`config.mk`:
```
export PLATFORM = sky130hd
export DESIGN_NAME = mem_port_arbiter
export DESIGN_NICKNAME = d
export VERILOG_FILES = /design/src/rtl/mem_port_arbiter.sv
export SDC_FILE = /design/constraint.sdc
export NUM_CORES = 1
export LEC_CHECK = 0
export ABC_AREA = 1
export BUFFER_PORTS_ARGS = -buffer_cell sky130_fd_sc_hd__buf_4
export CORE_AREA = 2 2 107 109
export DETAILED_ROUTE_END_ITERATION = 10
export DIE_AREA = 0 0 109 111
export PLACE_DENSITY = 0.58
export SLEW_MARGIN = 20
export SYNTH_ARGS = -nofsm -noshare
export SYNTH_HDL_FRONTEND = slang
export SYNTH_SLANG_ARGS = --single-unit
```
`constraint.sdc`:
```
create_clock -name CLK -period 2.2 [get_ports CLK]
set_input_delay 0.33 -clock CLK [delete_from_list [all_inputs] [get_ports CLK]]
set_output_delay 0.33 -clock CLK [all_outputs]
set_load 0.05 [all_outputs]
```
`src/rtl/mem_port_arbiter.sv`:
```
// Two-requester arbiter for OTTER memory data port 2: programmer (R0) vs CPU (R1).
// Combinational grant with programmer lock mode, CPU anti-starvation and registered read-return routing.
module mem_port_arbiter #(
    parameter int MAX_CONSEC = 8,
    parameter int CNT_W      = 8
) (
    input  logic        CLK,
    input  logic        RESET_N,

    input  logic        R0_REQ,
    input  logic        R0_LOCK,
    input  logic        R0_WE,
    input  logic [31:0] R0_ADDR,
    input  logic [31:0] R0_WDATA,
    output logic        R0_GNT,
    output logic        R0_RVALID,

    input  logic        R1_REQ,
    input  logic        R1_WE,
    input  logic [31:0] R1_ADDR,
    input  logic [31:0] R1_WDATA,
    input  logic [1:0]  R1_SIZE,
    input  logic        R1_SIGN,
    output logic        R1_GNT,
    output logic        R1_RVALID,

    output logic [31:0] RDATA,

    output logic [31:0] MEM_ADDR2,
    output logic [31:0] MEM_DIN2,
    output logic        MEM_WRITE2,
    output logic        MEM_READ2,
    output logic [1:0]  MEM_SIZE,
    output logic        MEM_SIGN,
    input  logic [31:0] MEM_DOUT2,

    output logic        LOCKED
);

    typedef enum logic {
        ARB   = 1'b0,
        LOCK0 = 1'b1
    } state_t;

    localparam logic [CNT_W-1:0] MAX_CNT = CNT_W'(MAX_CONSEC);

    state_t           r_state;
    state_t           w_next_state;
    logic [CNT_W-1:0] r_cnt;
    logic             r_r0_rvalid;
    logic             r_r1_rvalid;

    logic             w_hold_lock;
    logic             w_arb_r0;
    logic             w_arb_r1;
    logic             w_r0_gnt;
    logic             w_r1_gnt;

    // R1 wins a contested cycle only once R0 has used up its consecutive-grant allowance.
    assign w_arb_r0    = R0_REQ & (~R1_REQ | (r_cnt != MAX_CNT));
    assign w_arb_r1    = R1_REQ & ~w_arb_r0;

    // The cycle in which LOCK drops is arbitrated normally, so only a held LOCK shuts R1 out.
    assign w_hold_lock = (r_state == LOCK0) & R0_LOCK;
    assign w_r0_gnt    = w_hold_lock ? R0_REQ : w_arb_r0;
    assign w_r1_gnt    = ~w_hold_lock & w_arb_r1;

    assign R0_GNT      = w_r0_gnt;
    assign R1_GNT      = w_r1_gnt;
    assign LOCKED      = (r_state == LOCK0);

    // NOTE: every output of a combinational block is given a default first so no path infers a latch.
    always_comb begin
        w_next_state = r_state;
        case (r_state)
            ARB:     if (R0_LOCK && R0_REQ && w_r0_gnt) w_next_state = LOCK0;
            LOCK0:   if (!R0_LOCK)                      w_next_state = ARB;
            default: w_next_state = ARB;
        endcase
    end

    always_comb begin
        MEM_ADDR2  = '0;
        MEM_DIN2   = '0;
        MEM_WRITE2 = 1'b0;
        MEM_READ2  = 1'b0;
        MEM_SIZE   = 2'b00;
        MEM_SIGN   = 1'b0;
        if (w_r0_gnt) begin
            MEM_ADDR2  = R0_ADDR;
            MEM_DIN2   = R0_WDATA;
            MEM_WRITE2 = R0_WE;
            MEM_READ2  = ~R0_WE;
            MEM_SIZE   = 2'b10;
        end else if (w_r1_gnt) begin
            MEM_ADDR2  = R1_ADDR;
            MEM_DIN2   = R1_WDATA;
            MEM_WRITE2 = R1_WE;
            MEM_READ2  = ~R1_WE;
            MEM_SIZE   = R1_SIZE;
            MEM_SIGN   = R1_SIGN;
        end
    end

    // NOTE: state registers use non-blocking assignments so every flop samples pre-edge values.
    always_ff @(posedge CLK or negedge RESET_N) begin
        if (!RESET_N) begin
            r_state     <= ARB;
            r_cnt       <= '0;
            r_r0_rvalid <= 1'b0;
            r_r1_rvalid <= 1'b0;
        end else begin
            r_state     <= w_next_state;
            r_r0_rvalid <= w_r0_gnt & ~R0_WE;
            r_r1_rvalid <= w_r1_gnt & ~R1_WE;
            if (w_r1_gnt || !R1_REQ) begin
                r_cnt <= '0;
            end else if (w_r0_gnt && r_cnt != MAX_CNT) begin
                r_cnt <= r_cnt + 1'b1;
            end
        end
    end

    // Memory read data arrives one cycle after the grant, aligned with the registered owner tag.
    assign R0_RVALID = r_r0_rvalid;
    assign R1_RVALID = r_r1_rvalid;
    assign RDATA     = MEM_DOUT2;

endmodule
```
==> impl_metrics.env <==
export IMPL_leakage_nw=2.25
export IMPL_dieArea_um2=12100
export IMPL_clockRootBuffer="clkbuf_16"
export IMPL_seq_area_frac_synth_pct=13.8
export IMPL_syn_avg_cell_area_um2=5.75
export IMPL_status="finished clean"
export IMPL_place_inst=663
export IMPL_numPortBuffers=211
export IMPL_wirelength_um=8560
export IMPL_cts_tree="built"
export IMPL_synthAdderAreaFrac_pct=1.25
export IMPL_cts_sinks=11
export IMPL_slowest_stage="dfrtp_1"
export IMPL_finalSetupViolations=0
export IMPL_dr_first_iter_drc_count=73
export IMPL_startpoint_type="register"
export IMPL_grt_pass1_wl_um=12200
export IMPL_n_antenna_cell=0
export IMPL_muxShareOfSynthArea_pct=0
export IMPL_path_depth=10
export IMPL_h_tree_depth=1
export IMPL_yosysWarningCount=0
export IMPL_syn_num_nets=519
export IMPL_whs_path_depth=2
export IMPL_reg2reg_from="r_cnt[1]$_DFFE_PN0P_"
export IMPL_rr_endpoint="r_cnt[6]$_DFFE_PN0P_"
export IMPL_tns_ns=0
export IMPL_synth_top_family_by_area="simple AND/OR/NAND/NOR gates"
export IMPL_drtPass1Iterations=5
export IMPL_ff2ff_setup_slack_ns=0.69
export IMPL_dpl_hpwl_um=6440
export IMPL_worst_path_dominant_cell_family="buffers and inverters"
export IMPL_netlist_area_um2=2000
export IMPL_cts_reportedPaths_clkPinSlew_ns=0.04
export IMPL_rsz0062_at_grt="true"
export IMPL_reg2reg_depth=9
export IMPL_synth_compound_area_share_pct=1.88
export IMPL_path_cells="inv_2 -> ha_4 -> nand3_4 -> o21ai_4 -> nand2_4 -> clkinv_8 -> clkbuf_16 -> nand2_2 -> nand2_1 -> buf_6"
export IMPL_ir_drop_uv=493
export IMPL_ys_ff_latch=11
export IMPL_drive_gt1_share_pct=56.7
export IMPL_cp_end_kind="output pin"
export IMPL_grt_max_degree=38
export IMPL_power_density_nw_per_um2=398
export IMPL_slew_headroom_pct=73.5
export IMPL_synthCells=347
export IMPL_finalCritPeriodShare_pct=96.4
export IMPL_hold_end="R1_RVALID$_DFF_PN0_"
export IMPL_cts_made_buffers=3
export IMPL_grt_total_usage_pct=12.4
export IMPL_initial_core_util_pct=18.0
export IMPL_antenna_found_initial=0
export IMPL_layout_min_cycle_time_ns=2.12
export IMPL_yosysUniqueCellTypes=24
export IMPL_worstHoldStart="R1_WE"
export IMPL_drv_cap=0
export IMPL_synth_xor_area_share_pct=0.439
export IMPL_ant_nets=0
export IMPL_die_y_um=111
export IMPL_pin_count=276
export IMPL_synth_top_area_share_pct=34.8
export IMPL_grt_pass1_vias=2589
export IMPL_gp_congestion=0.848
export IMPL_die_w_um=109
export IMPL_crit_buf_inv=4
export IMPL_core_um2=11100
export IMPL_drc=0
export IMPL_cp_arrival_ns=1.79
export IMPL_yosysTopAreaCell="nand2_1"
export IMPL_rows=39
export IMPL_final_cell_count_no_fill=677
export IMPL_critPathRequiredTime_ns=1.87
export IMPL_wl_per_cell_um=12.6
export IMPL_vias=2816
export IMPL_viasPerCell=4.16
export IMPL_fmax_mhz=472
export IMPL_critPathMaxFanout=8
export IMPL_worstMarginPinSlew_ns=0.398
export IMPL_nets=707
export IMPL_area_growth_pct=97.6
export IMPL_critPathKind="register to output pin"
export IMPL_synth_simple_area_share_pct=57.1
export IMPL_clock_latency_ns=0.24
export IMPL_clk_path_buf_depth=2
export IMPL_hold_path_class="input pin to register"
export IMPL_synthTopCellsByArea="nand2_1, dfrtp_1, nand2_2"
export IMPL_globalRouteOverflowTotal=0
export IMPL_hold_viol=0
export IMPL_max_stage_delay_ns=0.38
export IMPL_drv_slew=0
export IMPL_skew_ns=0.000681
==> power breakdown <==
group / internal, mW / total, mW / switching, mW
sequential: 0.208 / 0.212 / 0.00314
clock: 0.243 / 0.328 / 0.0856
combinational: 0.427 / 1.03 / 0.604
total: 0.878 / 1.57 / 0.693
==> area by class of cell <==
type                            count  area [um^2]
Inverter                           18         81.3
Multi-Input combinational cell    269         1270
Clock buffer                        4         78.8
Timing Repair Buffer              232         2050
Sequential cell                    11          277
Tap cell                          143          179
Fill cell                        1168         7130
==> logic make-up after synthesis <==
logic type | count (synthesis)
simple gates | 261
flops | 11
fa+ha+maj | 2
compound gates | 5
xor+xnor | 1
buf+inv | 67
==> cell usage after synthesis, drive strengths merged <==
| master | instances |
|---|---|
| nand2 | 226 |
| buf | 48 |
| nor2 | 18 |
| inv | 16 |
| dfrtp | 11 |
| nand4 | 9 |
| nand3 | 6 |
| a21oi | 2 |
| clkinv | 2 |
| ha | 2 |
| nor3 | 2 |
| o21ai | 2 |
| clkbuf | 1 |
| o22ai | 1 |
| xor2 | 1 |
==> cells in the final DEF (no fill, tap or decap), drive strengths merged, types with 2 or more instances in the layout <==
| master | count |
|---|---|
| nand2 | 226 |
| buf | 229 |
| nor2 | 18 |
| dfrtp | 11 |
| nand4 | 9 |
| a21oi | 2 |
| clkbuf | 6 |
| o21ai | 2 |
| clkinv | 2 |
| nand3 | 6 |
| inv | 16 |
| nor3 | 2 |
| ha | 2 |
==> how the worst max path moves through the flow <==
stage	startpoint	endpoint	slack (ns)
finish	r_cnt[1]$_DFFE_PN0P_	MEM_DIN2[1]	0.08
global route	r_cnt[1]$_DFFE_PN0P_	MEM_DIN2[1]	-0.007
CTS	r_cnt[0]$_DFFE_PN0P_	MEM_DIN2[4]	0.002
detailed placement	r_cnt[0]$_DFFE_PN0P_	MEM_DIN2[4]	0.1
global placement	r_cnt[0]$_DFFE_PN0P_	MEM_DIN2[2]	0.13
floorplan	r_cnt[0]$_DFFE_PN0P_	MEM_ADDR2[22]	0.03
==> state kept, by name (all words and copies together) (netlist names) <==
| name | flops |
|---|---|
| r_cnt | 8 |
| LOCKED | 1 |
| R0_RVALID | 1 |
| R1_RVALID | 1 |
==> routing by layer <==
layer  global-route usage [%]  vias up  part of all wire, %  routed length (um)
met1                     13.5     1257                   37                3210
met4                    0.427        0                    0                   0
li1                         -     1388                    -                   -
met5                        0        -                    0                   0
met3                     5.06        0                   13                1130
met2                     23.2      171                   49                4220
==> worst register-to-register path, cell delays in order (launching register included) <==
cell and delay, ns:
dfrtp_1 0.36, inv_2 0.06, ha_4 0.16, nand3_4 0.08
nor2_4 0.05, buf_4 0.12, nor2_2 0.31, nand3_1 0.12
nand2_1 0.10, nor2_1 0.04
==> repair_timing <==
item / in CTS / in global routing
pin swaps: 2 / 5
gates cloned: 2 / 2
buffers inserted: 2 / 3
endpoints found under the setup margin: 66 / 65
endpoints found under the hold margin: 11 / 0
gates resized for setup: 37 / 27
hold buffers: 1 / 0
==> stage by stage <==
| step | setup slack, ns | hold slack, ns | cell area (um^2) | total power [mW] | util [%] |
|---|---|---|---|---|---|
| finish | 0.0797 | 0.293 | 3940 | 1.57 | 35.6 |
| global route | -0.00722 | 0.301 | 3940 | 1.64 | 35.6 |
| CTS | 0.00221 | 0.288 | 3780 | 1.55 | 34.1 |
| detailed placement | 0.0964 | 0.178 | 3480 | 1.15 | 31.4 |
| global placement | 0.126 | 0.178 | 3480 | 1.14 | 31.4 |
| floorplan | 0.0256 | 0.0344 | 2020 | 0.922 | - |
No activity file was read; power rests on OpenSTA's default activity.
